==> config.mk <==
export PLATFORM = sky130hd
export DESIGN_NAME = fb_draw_arbiter
export DESIGN_NICKNAME = d
export VERILOG_FILES = /design/src/rtl/fb_draw_pkg.sv /design/src/rtl/fb_clear_scan.sv /design/src/rtl/fb_draw_arbiter.sv
export SDC_FILE = /design/constraint.sdc
export NUM_CORES = 1
export LEC_CHECK = 0
export ABC_AREA = 1
export CORE_MARGIN = 1.5
export CORE_UTILIZATION = 55
export CTS_BUF_LIST = sky130_fd_sc_hd__clkbuf_4 sky130_fd_sc_hd__clkbuf_8
export CTS_CLUSTER_SIZE = 28
export DETAILED_ROUTE_END_ITERATION = 6
export PLACE_DENSITY = 0.89
export SYNTH_ARGS = -nofsm -noshare
export SYNTH_HDL_FRONTEND = slang
export SYNTH_SLANG_ARGS = --single-unit
==> constraint.sdc <==
create_clock -name clock -period 4.1 [get_ports clock]
set_clock_uncertainty 0.2 [all_clocks]
set_input_delay 0.82 -clock clock [delete_from_list [all_inputs] [get_ports clock]]
set_output_delay 0.82 -clock clock [all_outputs]
set_load 0.01 [all_outputs]
==> src/rtl/fb_draw_pkg.sv <==
// Shared constants, FSM state encoding and the round-robin
// winner search for the framebuffer draw arbiter.
package fb_draw_pkg;

  localparam int H_RES = 320;
  localparam int V_RES = 240;
  localparam int X_W   = 9;
  localparam int Y_W   = 8;
  localparam int C_W   = 3;

  localparam int MAX_CLIENTS = 8;
  localparam int IDX_W       = 4;

  typedef enum logic [0:0] {
    ARB   = 1'b0,
    CLEAR = 1'b1
  } drawState_t;

  // First set bit of elig at or after ptr, wrapping at n.
  function automatic logic rrSearch(
    input  logic [MAX_CLIENTS-1:0] elig,
    input  logic [IDX_W-1:0]       ptr,
    input  int                     n,
    output logic [IDX_W-1:0]       win
  );
    logic           found;
    logic [IDX_W:0] cand;
    found = 1'b0;
    win   = '0;
    for (int i = 0; i < MAX_CLIENTS; i++) begin
      cand = {1'b0, ptr} + (IDX_W+1)'(i);
      if (cand >= (IDX_W+1)'(n))
        cand = cand - (IDX_W+1)'(n);
      if (!found && i < n && elig[cand[IDX_W-2:0]]) begin
        found = 1'b1;
        win   = cand[IDX_W-1:0];
      end
    end
    return found;
  endfunction

endpackage

==> src/rtl/fb_clear_scan.sv <==
// Row-major x/y scan counter over an H_RES x V_RES area.
// start loads (0,0); enable steps one pixel; last flags the final pixel.
module fb_clear_scan #(
  parameter int H_RES = 320,
  parameter int V_RES = 240,
  parameter int X_W   = 9,
  parameter int Y_W   = 8
) (
  input  logic           clock,
  input  logic           resetn,
  input  logic           start,
  input  logic           enable,
  output logic [X_W-1:0] x,
  output logic [Y_W-1:0] y,
  output logic           last
);

  localparam logic [X_W-1:0] X_END = X_W'(H_RES - 1);
  localparam logic [Y_W-1:0] Y_END = Y_W'(V_RES - 1);

  logic xWrap;
  logic yWrap;

  assign xWrap = (x == X_END);
  assign yWrap = (y == Y_END);
  assign last  = xWrap && yWrap;

  // Scan position: restart on start, step row-major on enable.
  always_ff @(posedge clock or negedge resetn) begin
    if (!resetn) begin
      x <= '0;
      y <= '0;
    end else if (start) begin
      x <= '0;
      y <= '0;
    end else if (enable) begin
      if (xWrap) begin
        x <= '0;
        y <= yWrap ? '0 : y + Y_W'(1);
      end else begin
        x <= x + X_W'(1);
      end
    end
  end

endmodule

==> src/rtl/fb_draw_arbiter.sv <==
// Round-robin arbiter sharing the framebuffer write port between
// pixel producers, with a full-screen clear that pre-empts them.
module fb_draw_arbiter #(
  parameter int N_CLIENTS = 3,
  parameter int X_W       = 9,
  parameter int Y_W       = 8,
  parameter int C_W       = 3,
  parameter int H_RES     = 320,
  parameter int V_RES     = 240,
  parameter logic [C_W-1:0] CLEAR_COLOUR = '0
) (
  input  logic                     clock,
  input  logic                     resetn,
  input  logic [N_CLIENTS-1:0]     req,
  input  logic [N_CLIENTS*X_W-1:0] x_in,
  input  logic [N_CLIENTS*Y_W-1:0] y_in,
  input  logic [N_CLIENTS*C_W-1:0] colour_in,
  output logic [N_CLIENTS-1:0]     ack,
  input  logic                     clear_start,
  output logic                     busy,
  output logic                     plot,
  output logic [X_W-1:0]           x,
  output logic [Y_W-1:0]           y,
  output logic [C_W-1:0]           colour,
  output logic                     oob
);

  import fb_draw_pkg::*;

  localparam logic [0:0] ST_ARB   = ARB;
  localparam logic [0:0] ST_CLEAR = CLEAR;

  localparam logic [X_W-1:0] H_LIM = X_W'(H_RES);
  localparam logic [Y_W-1:0] V_LIM = Y_W'(V_RES);
  localparam logic [IDX_W-1:0] LAST_IDX = IDX_W'(N_CLIENTS - 1);

  logic [0:0]           state;
  logic [IDX_W-1:0]     rrPtr;
  logic [N_CLIENTS-1:0] ackR;
  logic                 plotR;
  logic                 oobR;
  logic [X_W-1:0]       xR;
  logic [Y_W-1:0]       yR;
  logic [C_W-1:0]       colourR;

  logic [MAX_CLIENTS-1:0] elig;
  logic                   found;
  logic [IDX_W-1:0]       winIdx;
  logic [IDX_W-1:0]       ptrNext;
  logic [N_CLIENTS-1:0]   winOneHot;
  logic [X_W-1:0]         xSel;
  logic [Y_W-1:0]         ySel;
  logic [C_W-1:0]         cSel;
  logic                   inRange;
  logic                   inArb;
  logic                   clearing;
  logic                   startClr;
  logic                   grant;

  logic [X_W-1:0] scanX;
  logic [Y_W-1:0] scanY;
  logic           scanLast;

  assign inArb    = (state == ST_ARB);
  assign clearing = (state == ST_CLEAR);
  assign startClr = inArb && clear_start;

  // Winner search and selection of the winning client's pixel.
  always_comb begin
    elig = '0;
    elig[N_CLIENTS-1:0] = req & ~ackR;
    winIdx  = '0;
    found   = rrSearch(elig, rrPtr, N_CLIENTS, winIdx);
    grant   = inArb && !clear_start && found;
    ptrNext = (winIdx == LAST_IDX) ? '0 : winIdx + IDX_W'(1);
    winOneHot = N_CLIENTS'(1) << winIdx;
    xSel = X_W'(x_in >> (int'(winIdx) * X_W));
    ySel = Y_W'(y_in >> (int'(winIdx) * Y_W));
    cSel = C_W'(colour_in >> (int'(winIdx) * C_W));
    inRange = (xSel < H_LIM) && (ySel < V_LIM);
  end

  fb_clear_scan #(
    .H_RES (H_RES),
    .V_RES (V_RES),
    .X_W   (X_W),
    .Y_W   (Y_W)
  ) uScan (
    .clock  (clock),
    .resetn (resetn),
    .start  (startClr),
    .enable (clearing),
    .x      (scanX),
    .y      (scanY),
    .last   (scanLast)
  );

  // Mode FSM and round-robin pointer; the pointer survives a clear.
  always_ff @(posedge clock or negedge resetn) begin
    if (!resetn) begin
      state <= ST_ARB;
      rrPtr <= '0;
    end else begin
      unique case (1'b1)
        inArb: begin
          if (clear_start)
            state <= ST_CLEAR;
          else if (found)
            rrPtr <= ptrNext;
        end
        clearing: begin
          if (scanLast)
            state <= ST_ARB;
        end
        default: state <= ST_ARB;
      endcase
    end
  end

  // Registered grant outputs: ack pulse, plot or oob, pixel data.
  always_ff @(posedge clock or negedge resetn) begin
    if (!resetn) begin
      ackR    <= '0;
      plotR   <= 1'b0;
      oobR    <= 1'b0;
      xR      <= '0;
      yR      <= '0;
      colourR <= '0;
    end else begin
      ackR  <= grant ? winOneHot : '0;
      plotR <= grant && inRange;
      oobR  <= grant && !inRange;
      if (grant) begin
        xR      <= xSel;
        yR      <= ySel;
        colourR <= cSel;
      end
    end
  end

  assign ack    = ackR;
  assign oob    = oobR;
  assign busy   = clearing;
  assign plot   = clearing | plotR;
  assign x      = clearing ? scanX : xR;
  assign y      = clearing ? scanY : yR;
  assign colour = clearing ? CLEAR_COLOUR : colourR;

endmodule
# Word level (Yosys, flattened, before mapping)
# Cells that the tools add are included.
# word_totals
in_bits	66
output_inout_bits	26
regBits	47
word_cells	87
# op_classes
n_mux	30
n_addsub	8
n_lt_le_gt_ge	8
n_shift	4
n_eq_ne	3
bitwise	5
reduce_logical	17
mul	2
# op_table
operator	count
2-to-1 mux 8 bit	5
2-to-1 mux 9 bit	4
2-to-1 mux 4 bit	7
>> shifter 27 x 8 -> 9 bit	1
>> shifter 24 x 7 -> 8 bit	1
< comparator 3 x 4 -> 1 bit (second input constant)	3
subtractor 4 x 2 -> 4 bit (second input constant)	3
>= comparator 5 x 2 -> 1 bit (second input constant)	2
adder 9 x 1 -> 9 bit (second input constant)	1
binary-select mux 1 bit (select 3 bit)	3
equality test 9 bit (second input constant)	1
logical AND 1 bit	9
< comparator 9 bit (second input constant)	1
>> shifter 9 x 6 -> 3 bit	1
adder 8 x 1 -> 8 bit (second input constant)	1
equality test 8 bit (second input constant)	1
< comparator 8 bit (second input constant)	1
multiplier 4 x 4 -> 8 bit (second input constant)	1
2-to-1 mux 1 bit	8
multiplier 4 x 2 -> 6 bit (second input constant)	1
2-to-1 mux 3 bit	2
adder 4 x 1 -> 5 bit (second input constant)	1
adder 4 x 2 -> 5 bit (second input constant)	1
adder 4 x 1 -> 4 bit (second input constant)	1
other kinds (12)	17

# Logic depth before layout (Yosys ltp)
# Gate-level depths: netlist of the first run.
# depth
depth_word	17
depth_mapped	24

# By module
# A second synthesis of the first run with hierarchy kept.
# unflattened
cells_unflattened	529
area_unflattened_um2	3647.2
# by_module_without_submodules
mod	cells_each	area_each_um2	seq_area_each_um2	instances
fb_draw_arbiter	390	2610.0	750.7	1
fb_clear_scan	139	1037.2	425.4	1

# Least setup slack after synthesis of the first run
# Ideal clock, no wire load.
# synth_path
path_type	reg-to-reg
from	register rrPtr[0]
to	register plotR
path_buffers	1
t_arrival_ns	2.459
stages_incl_launch_ff	22
slack_ns	1.322
cell_sequence	dfrtp_1 buf_4 inv_1 ha_1 nor2_1 nand2_1 nand3_1 nand2_1 nand2_1 nand3_2 nand2_2 nand3_2 nand3_2 nand2_4 nor2_4 nand2_1 nand2_1 nand2_1 inv_2 nand2_1 nand2_1 nor2_2
# synth_via
elab_chain_cells	16
elab_cells_between_ends	35
# synth_rtl
item	line	source
start: declaration	fb_draw_arbiter.sv:38	logic [IDX_W-1:0] rrPtr;
start signal: assignment	fb_draw_arbiter.sv:109	rrPtr <= ptrNext;
parallel branches: the longest is 15 deep, another holds multiplier 4 x 4 -> 8 bit	-	
logical AND 1 bit (*)	fb_draw_arbiter.sv:131	plotR <= grant && inRange;
end signal: assignment	fb_draw_arbiter.sv:131	
end: declaration	fb_draw_arbiter.sv:40	logic plotR;
# Every way passes the cells marked *. The select of a mux whose other input is x is not followed.
# A chain may end at the register's enable or synchronous reset.

# Worst setup path after layout of the first run
# Same ends and word-level chain as after synthesis.

==> results of run 1 <==
[routing by layer]
metal | vias to the layer above | wire length (um) | global-route usage (%) | part of all wire (%)
met4 | 0 | 242 | 10.2 | 2.5
met3 | 27 | 499 | 4.51 | 5.1
li1 | 1746 | - | - | -
met1 | 1667 | 4080 | 37.8 | 41
met5 | - | 0 | 0 | 0
met2 | 133 | 5030 | 52.8 | 51
[worst max path at each step]
stage | to | slack, ns | cells past startpoint
floorplan | plotR$_DFF_PN0_ | 1.32 | 21
global placement | plotR$_DFF_PN0_ | 0.59 | 20
detailed placement | plotR$_DFF_PN0_ | 0.47 | 20
CTS | plotR$_DFF_PN0_ | 0.46 | 20
global route | plotR$_DFF_PN0_ | 0.06 | 21
finish | plotR$_DFF_PN0_ | 0.41 | 20
[synth_stat cells (all sizes together)]
master | n | area share, %
nand2 | 142 | 17
a22o | 1 | 0.25
ha | 8 | 2.9
o211ai | 26 | 5.6
inv | 80 | 8.7
nand3b | 2 | 0.90
nor4 | 2 | 0.36
nor3 | 4 | 0.58
clkbuf | 5 | 0.54
dfrtp | 47 | 34
or2 | 14 | 2.5
nor2 | 34 | 5.0
nor3b | 1 | 0.22
o21ai | 37 | 5.3
xor2 | 8 | 2.0
a211oi | 1 | 0.22
a21oi | 8 | 1.6
xnor2 | 2 | 0.51
buf | 9 | 1.9
o22ai | 9 | 1.6
nand3 | 37 | 6.2
nand4 | 10 | 2.4
[layout make-up]
type | instances | share of cell area [%]
timing repair buffer | 93 | 20.5
inverter | 80 | 6.68
tap | 75 | 2.09
clock buffer | 7 | 2.00
sequential | 47 | 26.2
multi-input combinational | 346 | 42.4
clock inverter | 1 | 0.195
[per-stage QoR]
stage	hold WS, ns	total power [mW]	setup WS (ns)	area [um2]	util, %
5_1_grt	0.353	3.49	0.0579	4500	75.1
3_3_place_gp	0.302	2.78	0.586	4400	73.4
2_1_floorplan	0.253	2.35	1.32	3470	-
4_1_cts	0.331	3.19	0.464	4500	75.1
3_5_place_dp	0.293	2.88	0.471	4400	73.4
6_report	0.332	3.22	0.407	4500	75.1
[cell families (layout without fill, tap and decap cells)]
kind of cell,count (synthesis),in the layout,synth area share [%]
buffers and inverters,94,181,11.1
AND/OR/NAND/NOR,246,246,34.9
XOR/XNOR,10,10,2.53
flip-flops,47,47,33.9
AO/OA/AOI/OAI,82,82,14.7
adder cells (fa/ha/maj),8,8,2.89
[sequential cells by signal, indices dropped and copies added (netlist names)]
signal and count:
uScan.x 9, xR 9, uScan.y 8, yR 8
rrPtr 4, ack 3, colourR 3, busy 1
oob 1, plotR 1
[critical path, delay by kind of cell (launching register included)]
kind,cells,cell delay [ns]
flops,1,0.63
buf+inv,2,0.45
fa+ha+maj,1,0.39
simple gates,17,1.89
[report_power, final]
group	leakage (nW)	internal, mW	switching, mW
clock	0.0519	0.145	0.159
sequential	0.571	0.613	0.115
combinational	1.51	0.773	1.42
==> results.json, run 1 <==
{
  "run_status": "completed",
  "ctsHoldBuffers": 0,
  "cts_root_buffer": "clkbuf_8",
  "ir_drop_v": 0.000574,
  "grt_max_degree": 48,
  "multi_input_area_um2": 1910,
  "whs_path_depth": 2,
  "tightest_slew_ns": 1.05,
  "final_cell_mix": "nand2_1 (127), clkdlybuf4s50_1 (90), inv_1 (71)",
  "r2r-end": "plotR$_DFF_PN0_",
  "grt_usage_pct": 30.2,
  "first_global_vias": 3415,
  "period_minus_slack_ns": 3.69,
  "wl_per_cell_um": 15.2,
  "synth_nets": 561,
  "seqCellArea_um2": 1180,
  "globalRouteOverflowTotal": 0,
  "rows": 28,
  "syn2layout_area_growth_pct": 29.7,
  "clkLatencyLatePin_ns": 0.30,
  "critical_path.cell_chain": "inv_1 -> ha_1 -> nor2_1 -> nand2_1 -> nand3_1 -> nand2_1 -> nand2_1 -> nand3_2 -> nand2_2 -> nand4_4 -> nand2_2 -> inv_2 -> nand2_1 -> nand2_1 -> nand2_1 -> nand2_1 -> nand2_1 -> nand2_2 -> nand2_1 -> nor2_2",
  "slew_headroom_pct": 29.9,
  "power_density_nw_per_um2": 717,
  "period_share_pct": 90.1,
  "r2r_setup_slack_ns": 0.41,
  "synth_seq_area_share_pct": 33.9,
  "slowest_delay_ns": 0.63,
  "final_common_cell": "nand2_1",
  "drive_above_1_share_pct": 10.5,
  "initial_utilization_pct": 57.9,
  "p_leak_nw": 2.14,
  "htree_levels": 2,
  "crit_fanout": 22,
  "syn_area_um2": 3470,
  "end_kind": "flop",
  "start_kind": "flop",
  "arrival_ns": 3.67,
  "clockBufferDepth": 2,
  "die_w_um": 82.4,
  "reg2regPathDepth": 20,
  "vias": 3573,
  "drt-initial-drc-count": 246,
  "dp_hpwl_mm": 7.72,
  "antenna_found_initial": 0,
  "port-buffer-count": 91,
  "crit_start": "rrPtr[0]$_DFFE_PN0P_",
  "drcViolationCount": 0,
  "cts_resized": 0,
  "critPathSlowestCell": "dfrtp_1",
  "cp_common_cell": "nand2_1",
  "syn_inst": 487,
  "timing.final.hold_violations": 0,
  "vias_per_cell": 5.51,
  "min_from": "xR[6]$_DFFE_PN0P_",
  "dr.pass1.iters": 4,
  "antennaDiodeCount": 0,
  "final_max_slew_viol_count": 0,
  "yosysWarnings": 0,
  "hold_end": "xR[6]$_DFFE_PN0P_",
  "syn_area_per_cell_um2": 7.12,
  "grt_setup_unrepaired": "false",
  "nFillCells": 466,
  "ys_ff_latch": 47,
  "die-area_um2": 6790,
  "routabilityCongestion": 0.964,
  "cts_tree": "built",
  "dpl.cell_count": 641,
  "critPathRequiredTime_ns": 4.08,
  "r2r-start": "rrPtr[0]$_DFFE_PN0P_",
  "cts.clk_slew.worst_paths_ns": 0.08,
  "final_cells": 649,
  "core_area_um2": 5990,
  "timing.final.setup_violations": 0,
  "synth.distinct_cells": 38,
  "cts.sinks": 47,
  "cts-buffers-inserted": 5,
  "drt_wl_total_mm": 9.86,
  "pin_count": 92,
  "fin_tns_setup_ns": 0,
  "nets": 647,
  "die_h_um": 82.4,
  "maxCapViolations": 0,
  "path_class": "reg -> reg",
  "ant_nets": 0,
  "hold_path.class": "reg -> reg",
  "cts_post_setup_buffers_inserted": 0,
  "grt_pass1_wl_mm": 15.5,
  "max_freq_ghz": 0.271
}
No activity file was read; power rests on OpenSTA's default activity.
==> run 2: changes to the inputs <==
PLACE_DENSITY = 0.88   (was 0.89)
SYNTH_HIERARCHICAL = 1   (was not set)
==> results.json, run 2 <==
{
  "drt_wl_total_mm": 10.4,
  "period_share_pct": 87.7,
  "timing.final.hold_violations": 0,
  "drcViolationCount": 0,
  "crit_fanout": 28,
  "path_class": "reg -> reg",
  "yosys.area_share.simple_pct": 40.9,
  "die_w_um": 84.4,
  "htree_levels": 2,
  "syn_inst": 529,
  "critPathSlowestCell": "dfrtp_1",
  "fin_tns_setup_ns": 0,
  "slowest_delay_ns": 0.50,
  "whs_ns": 0.309,
  "clkLatencyLatePin_ns": 0.31,
  "synthXorXnorAreaFrac_pct": 1.68,
  "synth_area_leaders": "dfrtp_1 (32%), nand2_1 (19%), nand3_1 (6.7%)",
  "yosysMostFrequentCell": "nand2_1",
  "nets": 687,
  "ctsHoldBuffers": 0,
  "synth_compound_area_share_pct": 13.1,
  "wl_per_cell_um": 15.0,
  "yosys.area.top_type_share_pct": 32.2,
  "drive_above_1_share_pct": 11.7,
  "synthFlopType": "dfrtp_1",
  "antenna_found_initial": 0,
  "ant_nets": 0,
  "ir_drop_v": 0.000290,
  "synth_area_leader_cell": "dfrtp_1",
  "synth_nets": 603,
  "max_freq_ghz": 0.278,
  "critPathRequiredTime_ns": 4.14,
  "final_max_slew_viol_count": 0,
  "run_status": "completed",
  "final_cells": 691,
  "synthAdderAreaFrac_pct": 2.74,
  "initial_utilization_pct": 57.1,
  "synth_common_cells": "nand2_1 (183), nand3_1 (49), dfrtp_1 (47), inv_1 (47), nor2_1 (32)",
  "grt_max_degree": 48,
  "port-buffer-count": 91,
  "synth.distinct_cells": 39,
  "hold_path.class": "reg -> reg",
  "syn_area_um2": 3650,
  "ys_ff_latch": 47,
  "die-area_um2": 7130,
  "routabilityCongestion": 0.927,
  "timing.final.setup_violations": 0,
  "synthArstFlopShare_pct": 100,
  "critical_path.cell_chain": "inv_1 -> ha_1 -> inv_1 -> nand2_2 -> nor2_4 -> nand3_2 -> nand2_1 -> nand3_1 -> nand3_1 -> nand2_1 -> nor2_2 -> nand3_1 -> nand2_2 -> inv_4 -> nand2_1 -> nand2_1 -> nand2_1 -> nand2_1 -> nor2_1 -> nand2_1 -> a21oi_2",
  "synth_seq_area_share_pct": 32.2,
  "grt_usage_pct": 29.4,
  "clockBufferDepth": 2,
  "maxCapViolations": 0,
  "period_minus_slack_ns": 3.60,
  "core_area_um2": 6390,
  "yosysWarnings": 6,
  "r2r_setup_slack_ns": 0.50,
  "cts.sinks": 47,
  "synth_edf_count": 0,
  "syn_area_per_cell_um2": 6.89,
  "grt_setup_unrepaired": "false",
  "path_delay_family": "simple AND/OR/NAND/NOR gates",
  "dr.pass1.iters": 6,
  "synth_top_family_by_area": "simple AND/OR/NAND/NOR gates",
  "die_h_um": 84.4,
  "tightest_slew_ns": 1.05,
  "synth_mux_area_share_pct": 0,
  "vias_per_cell": 5.72,
  "end_kind": "flop",
  "grt_pass1_wl_mm": 16.9,
  "reg_top3": "uScan/x x9, xR x9",
  "start_kind": "flop",
  "arrival_ns": 3.64,
  "dpl.cell_count": 683,
  "globalRouteOverflowTotal": 0,
  "final_common_cell": "nand2_1",
  "syn2layout_area_growth_pct": 28.7,
  "vias": 3954,
  "drt-initial-drc-count": 466,
  "cp_common_cell": "nand2_1",
  "crit_buf_inv": 3,
  "final_cell_mix": "nand2_1 (183), clkdlybuf4s50_1 (90), nand3_1 (49)",
  "power_density_nw_per_um2": 274,
  "rows": 29,
  "p_leak_nw": 2.36,
  "dp_hpwl_mm": 7.86,
  "antennaDiodeCount": 0,
  "pin_count": 92,
  "slew_headroom_pct": 30.3,
  "cts_root_buffer": "clkbuf_8",
  "cts_tree": "built",
  "cts_resized": 0,
  "first_global_vias": 3723,
  "total_power_mw": 1.29,
  "cts-buffers-inserted": 5,
  "cts.clk_slew.worst_paths_ns": 0.10,
  "cts_post_setup_buffers_inserted": 0
}
==> run 2: cell count changes in the layout (fill, tap and decap cells not counted), moves of 4 or more <==
cell	delta
o22ai_1	-8
xor2_1	-4
nand2_1	+56
o211ai_1	-7
or2_0	-4
or2_1	+5
inv_1	-24
nor2_1	+6
o21ai_0	-7
o211ai_2	+5
nand3_1	+18
==> run 2: path summary, 6_finish.rpt <==
kind	from	endpoint	cells past startpoint
worst max-delay path	rrPtr[1]$_DFFE_PN0P_	oob$_DFF_PN0_	21
worst min-delay path	xR[7]$_DFFE_PN0P_	xR[7]$_DFFE_PN0P_	2
worst max register to register	rrPtr[1]$_DFFE_PN0P_	oob$_DFF_PN0_	21
worst min register to register	xR[7]$_DFFE_PN0P_	xR[7]$_DFFE_PN0P_	2
max in group asynchronous	resetn	rrPtr[3]$_DFFE_PN0P_	1
min in group asynchronous	resetn	uScan/y[5]$_DFFE_PN0P_	1
==> run 2: metrics by stage <==
stage | worst slack [ns] | util (%) | cell area [um2]
after floorplan | 1.20 | - | 3650
after global placement | 0.717 | 71.3 | 4560
after detailed placement | 0.577 | 71.3 | 4560
after CTS | 0.581 | 73.5 | 4700
after global routing | 0.227 | 73.5 | 4700
final | 0.504 | 73.5 | 4700
==> run 2: area by class of cell <==
cell class                      count  area (um2)
Timing Repair Buffer               95         936
Inverter                           57         216
Tap cell                           77        96.3
Clock inverter                      3        71.3
Clock buffer                        5        68.8
Sequential cell                    47        1180
Fill cell                         499        1690
Multi-Input combinational cell    407        2130
==> run 2: logic make-up (layout without fill, tap and decap cells) <==
group / after synthesis / after routing
compound gates: 69 / 69
xor+xnor: 7 / 7
fa+ha+maj: 8 / 8
buf+inv: 75 / 160
flops: 47 / 47
simple gates: 323 / 323
==> run 2: where the power goes <==
part | switching, mW | total (mW) | internal (mW)
combinational | 0.142 | 0.312 | 0.170
clock | 0.179 | 0.426 | 0.248
sequential | 0.0512 | 0.547 | 0.496
==> run 2: metal layers <==
metal  vias to the layer above  GRT usage [%]  wire (um)
li1                       1868              -          -
met1                      1826           39.0       4240
met2                       229           48.1       4840
met3                        31           5.41        994
met4                         0           11.0        307
met5                         -              0          0
==> run 2: worst reg2reg max path, cell delays in order, from the launching register on <==
cell and delay, ns:
dfrtp_1 0.50, inv_1 0.15, ha_1 0.31, inv_1 0.15
nand2_2 0.11, nor2_4 0.14, nand3_2 0.13, nand2_1 0.14
nand3_1 0.10, nand3_1 0.08, nand2_1 0.08, nor2_2 0.17
nand3_1 0.11, nand2_2 0.29, inv_4 0.20, nand2_1 0.13
nand2_1 0.07, nand2_1 0.06, nand2_1 0.07, nor2_1 0.11
nand2_1 0.09, a21oi_2 0.15
==> run 3: changes to the inputs <==
CAP_MARGIN = 10   (was not set)
MAX_ROUTING_LAYER = met4   (was not set)
SETUP_SLACK_MARGIN = 0.05   (was not set)
==> results.json, run 3 (same netlist as run 2, synthesis figures left out) <==
{
  "run_status": "completed",
  "p_leak_nw": 2.36,
  "vias": 3858,
  "clkLatencyLatePin_ns": 0.31,
  "initial_utilization_pct": 57.1,
  "nFillCells": 480,
  "drive_above_1_share_pct": 11.7,
  "cts.sinks": 47,
  "period_share_pct": 87.1,
  "highest-signal-layer": "met4",
  "tightest_slew_ns": 1.03,
  "routabilityCongestion": 0.954,
  "reg2regPathDepth": 21,
  "final_max_slew_viol_count": 0,
  "grt_pass1_wl_mm": 16.3,
  "htree_levels": 2,
  "reg_top3": "uScan/x x9, xR x9",
  "core_area_um2": 6390,
  "hold_path.class": "reg -> reg",
  "grt_max_degree": 48,
  "slew_headroom_pct": 31.5,
  "dp_hpwl_mm": 7.67,
  "die-area_um2": 7130,
  "wl_per_cell_um": 14.5,
  "nets": 687,
  "wl_met3_um": 864,
  "fin_tns_setup_ns": 0,
  "die_w_um": 84.4,
  "power_density_nw_per_um2": 271,
  "whs_path_depth": 2,
  "total_power_mw": 1.27,
  "dr.pass1.iters": 7,
  "cts_resized": 0,
  "place_ws_ns": 0.590,
  "path_class": "reg -> reg",
  "timing.final.hold_violations": 0,
  "ant_nets": 0,
  "drt_wl_total_mm": 10.0,
  "dpl.cell_count": 683,
  "cts_root_buffer": "clkbuf_8",
  "antennaDiodeCount": 0,
  "final_common_cell": "nand2_1",
  "fin_ws_ns": 0.530,
  "crit_fanout": 28,
  "antenna_found_initial": 0,
  "period_minus_slack_ns": 3.57,
  "rows": 29,
  "final_cells": 691,
  "cts_post_setup_buffers_inserted": 0,
  "critPathRequiredTime_ns": 4.14,
  "clockBufferDepth": 2,
  "final_cell_mix": "nand2_1 (183), clkdlybuf4s50_1 (90), nand3_1 (49)",
  "grt_usage_pct": 29.4,
  "whs_ns": 0.303,
  "ir_drop_v": 0.000282,
  "grt_setup_unrepaired": "false",
  "final_area_um2": 4700,
  "max_freq_ghz": 0.280,
  "ctsHoldBuffers": 0,
  "pin_count": 92,
  "end_kind": "flop",
  "start_kind": "flop",
  "syn2layout_area_growth_pct": 28.7,
  "wl_met1_mm": 4.22,
  "globalRouteOverflowTotal": 0,
  "first_global_vias": 3577,
  "drcViolationCount": 0,
  "maxCapViolations": 0,
  "vias_per_cell": 5.58,
  "die_h_um": 84.4,
  "cts_tree": "built",
  "drt-initial-drc-count": 287,
  "cts-buffers-inserted": 5,
  "utilization_pct": 73.5,
  "cts.clk_slew.worst_paths_ns": 0.10,
  "port-buffer-count": 91,
  "timing.final.setup_violations": 0,
  "arrival_ns": 3.61,
  "place_area_um2": 4560,
  "wl_met2_mm": 4.59
}
==> run 3: cell counts in the layout (fill, tap and decap cells not counted) <==
No cell type changed its count.
==> run 3: final timing paths <==
| path | start | end | slack, ns |
|---|---|---|---|
| setup reg to reg | rrPtr[1]$_DFFE_PN0P_ | oob$_DFF_PN0_ | 0.53 |
| min in group asynchronous | resetn | uScan/y[4]$_DFFE_PN0P_ | 0.48 |
| hold / removal | xR[7]$_DFFE_PN0P_ | xR[7]$_DFFE_PN0P_ | 0.30 |
| hold reg to reg | xR[7]$_DFFE_PN0P_ | xR[7]$_DFFE_PN0P_ | 0.30 |
| setup / recovery | rrPtr[1]$_DFFE_PN0P_ | oob$_DFF_PN0_ | 0.53 |
| max in group asynchronous | resetn | rrPtr[1]$_DFFE_PN0P_ | 2.59 |
==> run 3: layout make-up <==
type,count,area [um2],share of cell area (%)
multi-input combinational,407,2130,45.4
sequential,47,1180,25.0
timing repair buffer,95,936,19.9
inverter,57,216,4.61
tap,77,96.3,2.05
clock inverter,3,71.3,1.52
clock buffer,5,68.8,1.47
==> run 3: per-layer routing <==
layer / vias up / global-route usage, %
li1: 1871 / -
met5: - / -
met3: 33 / 5.21
met4: 0 / 10.9
met2: 201 / 45.9
met1: 1753 / 38.5
==> run 3: power breakdown <==
part	switching [mW]	internal, mW	total [mW]
logic	0.138	0.170	0.308
registers	0.0492	0.496	0.545
clock network	0.174	0.248	0.422
total	0.361	0.914	1.27
==> run 3: critical path, stage by stage, from the launching register on <==
cell and delay, ns:
dfrtp_1 0.49, inv_1 0.15, ha_1 0.31, inv_1 0.14, nand2_2 0.11, nor2_4 0.14, nand3_2 0.12, nand2_1 0.14
nand3_1 0.11, nand3_1 0.09, nand2_1 0.07, nor2_2 0.17, nand3_1 0.11, nand2_2 0.28, inv_4 0.20, nand2_1 0.12
nand2_1 0.06, nand2_1 0.06, nand2_1 0.07, nor2_1 0.11, nand2_1 0.09, a21oi_2 0.15
